--- config.mk ---
export PLATFORM = sky130hd
export DESIGN_NAME = mem_copy_engine
export DESIGN_NICKNAME = d
export VERILOG_FILES = /design/src/rtl/mem_copy_engine.sv
export SDC_FILE = /design/constraint.sdc
export NUM_CORES = 1
export LEC_CHECK = 0
export ABC_AREA = 1
export CAP_MARGIN = 5
export CORE_MARGIN = 2
export CORE_UTILIZATION = 50
export DETAILED_ROUTE_END_ITERATION = 7
export GPL_TIMING_DRIVEN = 1
export PLACE_DENSITY = 0.81
export SYNTH_ARGS = -nofsm -noshare
export SYNTH_HDL_FRONTEND = slang
export SYNTH_SLANG_ARGS = --single-unit
--- constraint.sdc ---
create_clock -name clk -period 3.3 [get_ports clk]
set_input_delay 0.33 -clock clk [delete_from_list [all_inputs] [get_ports clk]]
set_output_delay 0.33 -clock clk [all_outputs]
set_load 0.05 [all_outputs]
--- src/rtl/mem_copy_engine.sv ---
// Byte-wise block copy initiator for the single-port synchronous memory (read, then write, per byte).
// Optional build macro COPY_CHECKSUM_EN adds an XOR checksum output over all bytes written.
module mem_copy_engine #(
  parameter int ADDR_W = 8,
  parameter int DATA_W = 8,
  parameter int LEN_W  = ADDR_W + 1
) (
  input  logic              clk,
  input  logic              rst,
  input  logic              start,
  input  logic [ADDR_W-1:0] src_addr,
  input  logic [ADDR_W-1:0] dst_addr,
  input  logic [LEN_W-1:0]  length,
  output logic              busy,
  output logic              done,
  output logic [ADDR_W-1:0] address,
  output logic [DATA_W-1:0] write_data,
  output logic              mem_write,
  output logic              mem_read,
  input  logic [DATA_W-1:0] read_data
`ifdef COPY_CHECKSUM_EN
  ,
  output logic [DATA_W-1:0] checksum
`endif
);

  typedef enum logic [1:0] {
    IDLE = 2'd0,
    READ = 2'd1,
    XFER = 2'd2,
    DONE = 2'd3
  } state_e;

  state_e            state_q, state_d;
  logic [LEN_W-1:0]  count_q, count_d;
  logic [LEN_W-1:0]  len_q, len_d;
  logic [ADDR_W-1:0] src_q, src_d;
  logic [ADDR_W-1:0] dst_q, dst_d;
  logic              busy_q, busy_d;
  logic              done_q, done_d;
  logic              read_q, read_d;
  logic              write_q, write_d;
  logic [ADDR_W-1:0] addr_q, addr_d;

  always_comb begin
    state_d = state_q;
    count_d = count_q;
    len_d   = len_q;
    src_d   = src_q;
    dst_d   = dst_q;
    case (state_q)
      IDLE: begin
        if (start) begin
          src_d   = src_addr;
          dst_d   = dst_addr;
          len_d   = length;
          count_d = '0;
          state_d = (length != '0) ? READ : DONE;
        end
      end
      READ: state_d = XFER;
      XFER: begin
        count_d = count_q + 1'b1;
        state_d = (count_d == len_q) ? DONE : READ;
      end
      DONE: state_d = IDLE;
      default: state_d = IDLE;
    endcase
  end

  // Outputs are decoded from the next state and registered, so they are pure Moore outputs
  // and the async reset clears them immediately.
  always_comb begin
    busy_d  = (state_d == READ) || (state_d == XFER);
    done_d  = (state_d == DONE);
    read_d  = (state_d == READ);
    write_d = (state_d == XFER);
    addr_d  = '0;
    case (state_d)
      READ:    addr_d = src_d + count_d[ADDR_W-1:0];
      XFER:    addr_d = dst_d + count_d[ADDR_W-1:0];
      default: addr_d = '0;
    endcase
  end

  always_ff @(posedge clk or posedge rst) begin
    if (rst) begin
      state_q <= IDLE;
      count_q <= '0;
      len_q   <= '0;
      src_q   <= '0;
      dst_q   <= '0;
      busy_q  <= 1'b0;
      done_q  <= 1'b0;
      read_q  <= 1'b0;
      write_q <= 1'b0;
      addr_q  <= '0;
    end else begin
      state_q <= state_d;
      count_q <= count_d;
      len_q   <= len_d;
      src_q   <= src_d;
      dst_q   <= dst_d;
      busy_q  <= busy_d;
      done_q  <= done_d;
      read_q  <= read_d;
      write_q <= write_d;
      addr_q  <= addr_d;
    end
  end

  assign busy       = busy_q;
  assign done       = done_q;
  assign mem_read   = read_q;
  assign mem_write  = write_q;
  assign address    = addr_q;
  // Read data from the previous READ cycle is forwarded straight to the memory write port.
  assign write_data = write_q ? read_data : '0;

`ifdef COPY_CHECKSUM_EN
  logic [DATA_W-1:0] chk_q, chk_d;

  always_comb begin
    chk_d = chk_q;
    if (state_q == IDLE && start) begin
      chk_d = '0;
    end else if (state_q == XFER) begin
      chk_d = chk_q ^ read_data;
    end
  end

  always_ff @(posedge clk or posedge rst) begin
    if (rst) begin
      chk_q <= '0;
    end else begin
      chk_q <= chk_d;
    end
  end

  assign checksum = chk_q;
`endif

endmodule

---- Word-level counts from Yosys, hierarchy flattened ----
Cells that the tools add are included.
Widths: inputs -> output; s select.
word-level totals
  memories kept ........................... 0
  latch bits .............................. 0
  bits in writable memories ............... 0
  flip-flop bits (word level) ............. 48
  output and inout bits ................... 20
  input bits .............................. 36
  bits in read-only memories .............. 0
cells by class
  shifts and indexed selects .............. 0
  multipliers ............................. 0
  div/mod/pow operators ................... 0
  bitwise operators ....................... 0
  $lt $le $gt $ge ......................... 0
  $add $sub $neg .......................... 3
  reductions and logical operators ........ 6
  multiplexer cells ....................... 12
  eq/ne operators ......................... 8
operators by type and width
  kind                 number
  $mux 8               5
  $pmux 9 s2           1
  $add 8x8->8          2
  $pmux 8 s2           1
  $add 9x1->9 const B  1
  $eq 9x9->1           1
  $mux 9               1
  $reduce_bool 9->1    1
  $eq 2x2->1 const B   4
  $pmux 2 s4           1
  $mux 2               3
  $eq 2x1->1 const B   2
  $reduce_and 2->1     2
  $logic_not 2->1      1
  $ne 2x2->1 const B   1
  $reduce_bool 2->1    1
  $logic_or 1x1->1     1

---- Depth between registers and ports, before layout ----
Gate-level depths: netlist of run 1.
  depth in word-level cells ............... 6
  depth in mapped cells ................... 17

---- Worst setup path before layout of run 1 ----
Ideal clock, no wire load.
  path type ............................... register to register
  from .................................... reg state_q[1]
  to ...................................... reg addr_q[6] (netlist: address[6])
  data required time ...................... 3.179 ns
  clock period less this slack ............ 2.486 ns
  cell stages (with the launch flop) ...... 17
  path buffers ............................ 1
  library setup time ...................... 0.121 ns
  setup slack ............................. 0.814 ns
  arrival time ............................ 2.365 ns
  cells stage by stage .................... dfrtp_1 > inv_2 > nand3_4 > inv_2 > buf_2 > or2_2 > o21ai_2 > o21ai_1 > ha_1 > fa_1 > nand3_1 > nand3_1 > nand2_1 > nand2_1 > a21oi_1 > xor2_1 > nor2_1
between the ends
  word-level cells in the longest chain between the ends .. 4
  elaborated cells on any way between the ends .. 14
RTL lines
  item                                 line  RTL
  start: declaration                   34    state_e state_q, state_d;
  start signal: assignment             99    state_q <= state_d;
  $eq 2x2->1 (tied with other cells)   51    case (state_q)
  $pmux 9 s2 (tied with other cells)   51
  $add 8x8->8 (tied with other cells)  81    XFER: addr_d = dst_d + count_d[ADDR_W-1:0];
  $pmux 8 s2 (*)                       79    case (state_d)
  named net addr_d[6]                  43    logic [ADDR_W-1:0] addr_q, addr_d;
  end signal: assignment               108   addr_q <= addr_d;
  end: declaration                     43
Mark *: on every way through the listed nets, which the timed path passes. The rest lies on a longest branch.
A chain may end at the register's enable or synchronous reset.

---- Final worst setup path of run 1 ----
  from .................................... reg state_q[0]
  to ...................................... reg addr_q[6] (netlist: address[6])
between the ends
  word-level cells in the longest chain between the ends .. 4
  elaborated cells on any way between the ends .. 14
RTL lines
  item                                             line
  $eq 2x2->1 (tied with other cells)               51
  $pmux 2 s4 (*)                                   51
  named net state_d[0]                             34
  $eq 2x2->1 / $eq 2x1->1 (equally long branches)  79
  $pmux 8 s2 (*)                                   79
  named net addr_d[6]                              43
Marks and branches as above.

==> results by group, run 1 <==
Global route
  – Total gr overflow: 0
  – Gr usage total: 0.215
  – Number of global-route vias before repair: between 2k and 2.5k
  – First-pass GRT wire length: 9.16 mm
  – Largest net degree at the start of global routing: 49
  – Initial antenna violation count: 0

STA
  – Relative slew slack: 0.353
  – Final Hold Viols: 0
  – RSZ-0062 raised after global routing: no
  – # setup viols final: 0
  – Fin crit period: 2.82 ns
  – Setup ws final: just under 0.5 ns
  – Final-report max-slew violation count: 0
  – Least-Margin Pin Slew: 0.970 ns
  – Fmax: 355 MHz
  – Setup TNS: 0 ns
  – Fin crit share: 0.854
  – Worst Skew: roughly 0.0085 ns

Power
  – Lkg Pwr: 0.00172 uW
  – Pwr Density: 307 nW/um^2
  – Peak VDD IR: 0.000227 V

Placed design
  – Global placer's final weighted congestion: 0.847
  – Post-DP HPWL: 4.15 mm
  – IO buf count: 55
  – Cells after DPL: 447
  – Placed cell areas: 3190 sq um
  – DP Worst Slack: 0.218 ns

Setup path
  – Reg-to-reg endpoint: address[6]
  – CP endpoint kind: register
  – Data required, critical path: 3.50 ns
  – Crit path max fanout: 26
  – Worst Path Arrival: 3.01 ns
  – Worst reg2reg path depth: 16
  – RR Startpoint: state_q[0]
  – Critical path launch point: state_q[0]
  – Worst setup path end: address[6]
  – R2r setup slk: between 0.4 and 0.5 ns
  – Crit start category: register
  – Setup CP Type: register to register

Cells and area
  – Layout cell share with drive strength beyond 1: 0.0987
  – Fin cells: 455
  – Final instance area: 3280 sq um
  – Syn-to-layout area delta: 27.8%
  – Fillers: just over 400
  – Inserted Diodes: 0
  – Final net count: ~430

Clock tree
  – Post-CTS resize count: 0
  – Setup bufs post-CTS: 0
  – CTS Root Cell: clkbuf_8
  – H-tree depth: 2
  – CTS tree: yes
  – CTS Sinks: 48
  – Clock latency on the worst-skew pair: around 0.31 ns
  – TritonCTS Buffers: 5
  – Clock transition at the registers of the reported paths: 0.09 ns
  – Clock buffer depth: 2
  – CTS Hold Bufs: 0

Floorplanning
  – Placeable Area: 5040 sq um
  – Die Span X: 75.6 um
  – Core Rows: 26
  – Initial Util: 0.509
  – Die Ht: between 70 and 80 um
  – Die Area: 5720 sq um
  – Io pins: 56

Outcome
  – Status: finished clean

Synthesis
  – Asr flop ratio synth: 1.00
  – Post-synth top cells: nand2_1, dfrtp_1, inv_1
  – Synthesis warning total: 0
  – Post-synth top flop: dfrtp_1
  – Cell variety after synth: 28
  – Register area share after synthesis: 0.468
  – Top cell type by total area after synthesis: dfrtp_1
  – Mapped cell area: 2560 sq um
  – Mapped Cells: 327
  – Synthesized area per cell: 7.84 sq um
  – Area share of the leading cell type in the synthesized netlist: 0.468
  – Largest cells by area after synthesis: dfrtp_1, nand2_1, inv_1
  – Post-synth EDFFs: 0
  – Count leader, synth: nand2_1
  – Syn Nets: ~370
  – Register bit total from synthesis: 48

Route
  – Drt total wl: approximately 5.5 mm
  – Initial detailed-routing violation count: 112
  – Antenna Nets Post-Route: 0
  – DRC: 0
  – First-pass DRT Iterations: 4
  – Vias: 2179
  – Routed len/inst: 12.1 um
  – Via/cell ratio: 4.79

Job
  – Max_cap viols: 0

Min path
  – Hold Path Class: register to register
==> worst min path at each step <==
stage           startpoint       end  slack, ns  depth (start not counted)
5_1_grt           dst_q[2]  dst_q[2]       0.51                          2
6_report          dst_q[4]  dst_q[4]       0.49                          2
2_1_floorplan  dst_addr[7]  dst_q[7]       0.44                          2
4_1_cts           dst_q[1]  dst_q[1]       0.49                          2
3_5_place_dp      dst_q[1]  dst_q[1]       0.46                          2
3_3_place_gp      dst_q[2]  dst_q[2]       0.46                          2
==> routing by layer <==
| layer | wire (um) | vias up | track usage |
|---|---|---|---|
| li1 | - | 1133 | - |
| met1 | 2480 | 996 | 0.294 |
| met2 | 2680 | 42 | 0.341 |
| met3 | 219 | 8 | 0.0384 |
| met4 | 98 | 0 | 0.0858 |
| met5 | 0 | - | 0 |
==> where the power goes <==
group	internal, uW	switching [uW]
Sequential	588	0
Clock	167	196
Combinational	36.6	19.0
Total	792	215
==> kinds of logic (layout without fill, tap and decap cells) <==
group                    count (synthesis)  count (layout)  share of synthesized area
AND/OR/NAND/NOR                        163             163                      0.287
buffers and inverters                   57             115                     0.0844
flip-flops                              48              48                      0.468
AO/OA/AOI/OAI                           45              45                     0.0932
adder cells (fa/ha/maj)                 11              11                     0.0566
XOR/XNOR                                 3               3                     0.0102
==> cells in the final DEF (no fill, tap or decap), types with 3 or more instances in the layout <==
cell type	n
a21oi_1	11
clkbuf_8	6
clkdlybuf4s50_1	55
dfrtp_1	48
ha_1	10
inv_1	46
inv_2	4
nand2_1	108
nand2_2	6
nand3_1	13
nand3_2	4
nor2_1	14
nor2_2	3
o21ai_0	25
o22ai_1	4
or2_2	7
==> worst max-delay path, cell delays in order (launching register included) <==
cell	delay [ns]
dfrtp_1	0.41
inv_1	0.14
nand3_4	0.08
inv_2	0.32
nor2_4	0.07
clkinv_1	0.19
nand2_1	0.07
o21ai_0	0.08
inv_1	0.11
fa_1	0.48
nand3_1	0.10
nand3_1	0.12
nand2_1	0.08
nand2_1	0.05
a21oi_1	0.16
xor2_1	0.18
nor2_1	0.05
==> per-stage QoR <==
| step | hold slack (ns) | total power, uW | utilization |
|---|---|---|---|
| 3_5_place_dp | 0.465 | 656 | 0.632 |
| 5_1_grt | 0.510 | 1050 | 0.650 |
| 6_report | 0.488 | 1010 | 0.650 |
| 2_1_floorplan | 0.440 | 609 | - |
| 3_3_place_gp | 0.461 | 656 | 0.632 |
| 4_1_cts | 0.487 | 1020 | 0.650 |
==> sequential cells by signal, indices dropped and copies added (netlist names) <==
signal and flops:
mem_write 1, address 8, busy 1, dst_q 8, count_q 9, mem_read 1
len_q 9, src_q 8, done 1, state_q 2
==> layout make-up <==
cell class / instances / area [sq um] / share of cell area
Sequential cell: 48 / 1200 / 0.366
Tap cell: 70 / 87.6 / 0.0267
Multi-Input combinational cell: 222 / 1150 / 0.350
Clock inverter: 2 / 10.0 / 0.00305
Inverter: 51 / 191 / 0.0584
Timing Repair Buffer: 56 / 558 / 0.170
Clock buffer: 6 / 82.6 / 0.0252
No activity file was read; power rests on OpenSTA's default activity.
==> inputs of run 2 (changes only) <==
--- a/config.mk
+++ b/config.mk
@@ -8,10 +8,10 @@
 export ABC_AREA = 1
 export CAP_MARGIN = 5
 export CORE_MARGIN = 2
-export CORE_UTILIZATION = 50
+export CORE_UTILIZATION = 40
 export DETAILED_ROUTE_END_ITERATION = 7
 export GPL_TIMING_DRIVEN = 1
-export PLACE_DENSITY = 0.81
+export PLACE_DENSITY = 0.68
 export SYNTH_ARGS = -nofsm -noshare
 export SYNTH_HDL_FRONTEND = slang
 export SYNTH_SLANG_ARGS = --single-unit
==> run 2 against run 1 <==
  * Non-clock buffer count grew 1
  * Routed wire length grew 2.3%
  * Utilization shrank 12 points
  * Sequential share of layout area shrank 0.55 points
  * Critical path type unchanged
  * Highest routed layer unchanged
==> results by group, run 2 (synthesis results as in run 1) <==
Outcome
  – Status: finished clean

Floorplanning
  – Die Area: 7070 sq um
  – Placeable Area: 6280 sq um
  – Die Ht: 84.1 um
  – Core Rows: 29
  – Initial Util: 0.409
  – Die Span X: 84.1 um
  – Io pins: 56

Setup path
  – CP endpoint kind: register
  – Slowest CP cell: dfrtp_1
  – Max stage delay on crit path: about 0.46 ns
  – Crit start category: register
  – RR Startpoint: state_q[1]
  – Setup CP Type: register to register
  – Worst reg2reg path depth: 15
  – Data required, critical path: about 3.5 ns
  – Crit path max fanout: 26
  – R2r setup slk: 0.58 ns
  – Worst Path Arrival: 2.91 ns
  – Reg-to-reg endpoint: address[6]
  – CP cell instances: inv_2 -> nand3_4 -> inv_2 -> or2_2 -> o21ai_2 -> o21ai_1 -> ha_1 -> fa_1 -> nand3_1 -> nand3_1 -> nand2_1 -> nand2_1 -> a21oi_1 -> xor2_1 -> nor2_1

Clock tree
  – TritonCTS Buffers: 5
  – Clock buffer depth: 2
  – CTS Sinks: 48
  – H-tree depth: 2
  – Setup bufs post-CTS: 0
  – CTS tree: yes
  – CTS Hold Bufs: 0
  – Clock transition at the registers of the reported paths: around 0.09 ns
  – Post-CTS resize count: 0
  – Clock latency on the worst-skew pair: approximately 0.31 ns
  – CTS Root Cell: clkbuf_8

Cells and area
  – Commonest non-fill, non-tap cell in the layout: nand2_1
  – Syn-to-layout area delta: 29.8%
  – Final net count: between 400 and 500
  – Largest regs: count_q x9, len_q x9
  – Most frequent cells in the layout: nand2_1, clkdlybuf4s50_1, dfrtp_1, inv_1, o21ai_0
  – Final core utilization: 0.530
  – Layout cell share with drive strength beyond 1: 0.101
  – Fin cells: 463
  – Inserted Diodes: 0

Power
  – Overall power: around 1100 uW
  – Internal: 892 uW
  – Switching power total: between 200 and 250 uW
  – Reg power frac: 0.529
  – Pwr Density: 334 nW/um^2
  – Clock network fraction of total power: 0.421
  – Logic pwr share: 0.050
  – Peak VDD IR: 0.000176 V
  – Lkg Pwr: 0.00174 uW
  – Sw frac: 0.197

STA
  – # setup viols final: 0
  – RSZ-0062 raised after global routing: no
  – WHS: 0.489 ns
  – Final Hold Viols: 0
  – Fin crit share: 0.824
  – Fmax: between 300 and 400 MHz
  – Final-report max-slew violation count: 0
  – Fin crit period: approximately 2.7 ns
  – Worst Skew: 0.00805 ns
  – Relative slew slack: 0.341
  – Setup TNS: 0 ns
  – Least-Margin Pin Slew: 0.987 ns

Placed design
  – Post-DP HPWL: ~4.2 mm
  – Global placer's final weighted congestion: between 0.8 and 0.9
  – IO buf count: 55
  – Cells after DPL: approximately 460

Route
  – Routed len/inst: 12.1 um
  – Vias: approximately 2.2k
  – Drt total wl: between 5 and 6 mm
  – Via/cell ratio: 4.71
  – First-pass DRT Iterations: 4
  – Initial detailed-routing violation count: ~150
  – DRC: 0
  – Antenna Nets Post-Route: 0

Min path
  – Hold Path Stages: 2
  – Hold Crit Start: dst_q[5]
  – Hold Path Class: register to register
  – WHS Endpoint: dst_q[5]

Global route
  – Number of global-route vias before repair: 2124
  – Initial antenna violation count: 0
  – Largest net degree at the start of global routing: between 40 and 50
  – First-pass GRT wire length: between 9 and 10 mm
  – Total gr overflow: 0
  – Gr usage total: 0.169

Job
  – Max_cap viols: 0
run 2: through the flow:
stage          cell area [sq um]  setup WS, ns
4_1_cts                     3330         0.581
3_5_place_dp                3200         0.317
5_1_grt                     3330         0.328
2_1_floorplan               2560         0.814
3_3_place_gp                3200         0.369
6_report                    3330         0.581
run 2: worst max-delay path: cells and delay by family, from the launching register on:
kind	cells	cell delay, ns
adders and majority gates	2	0.63
and+or+nand+nor	7	0.79
DFF	1	0.46
buffers and inverters	2	0.26
xor gates and xnor gates	1	0.16
AOI/OAI and AO/OA	3	0.30
run 2: power by group through the flow:
stage	Clock, uW	Combinational (uW)	Sequential, uW
3_3_place_gp	0	57.3	599
4_1_cts	475	57.1	588
5_1_grt	503	61.4	588
2_1_floorplan	0	9.66	599
3_5_place_dp	0	57.1	599
6_report	468	55.7	588
run 2: cell type report:
class / instances / area [sq um]
multi-input combinational: 222 / 1150
inverter: 51 / 191
clock buffer: 7 / 96.3
fill: 620 / 2950
timing repair buffer: 57 / 566
tap: 77 / 96.3
sequential: 48 / 1200
clock inverter: 1 / 30.0
run 2: per-layer routing:
metal	part of all wire	track usage	vias up
met5	0	0	-
met4	0.011	0.0484	0
met3	0.042	0.0237	6
met2	0.47	0.273	47
met1	0.48	0.237	998
li1	-	-	1128
run 2: worst max-delay path by stage:
stage | startpoint | end | cells past startpoint
after floorplan | state_q[1] | address[6] | 16
after CTS | state_q[1] | address[6] | 15
after detailed placement | start | address[6] | 15
final | state_q[1] | address[6] | 15
after global routing | state_q[1] | address[6] | 15
after global placement | start | address[6] | 15
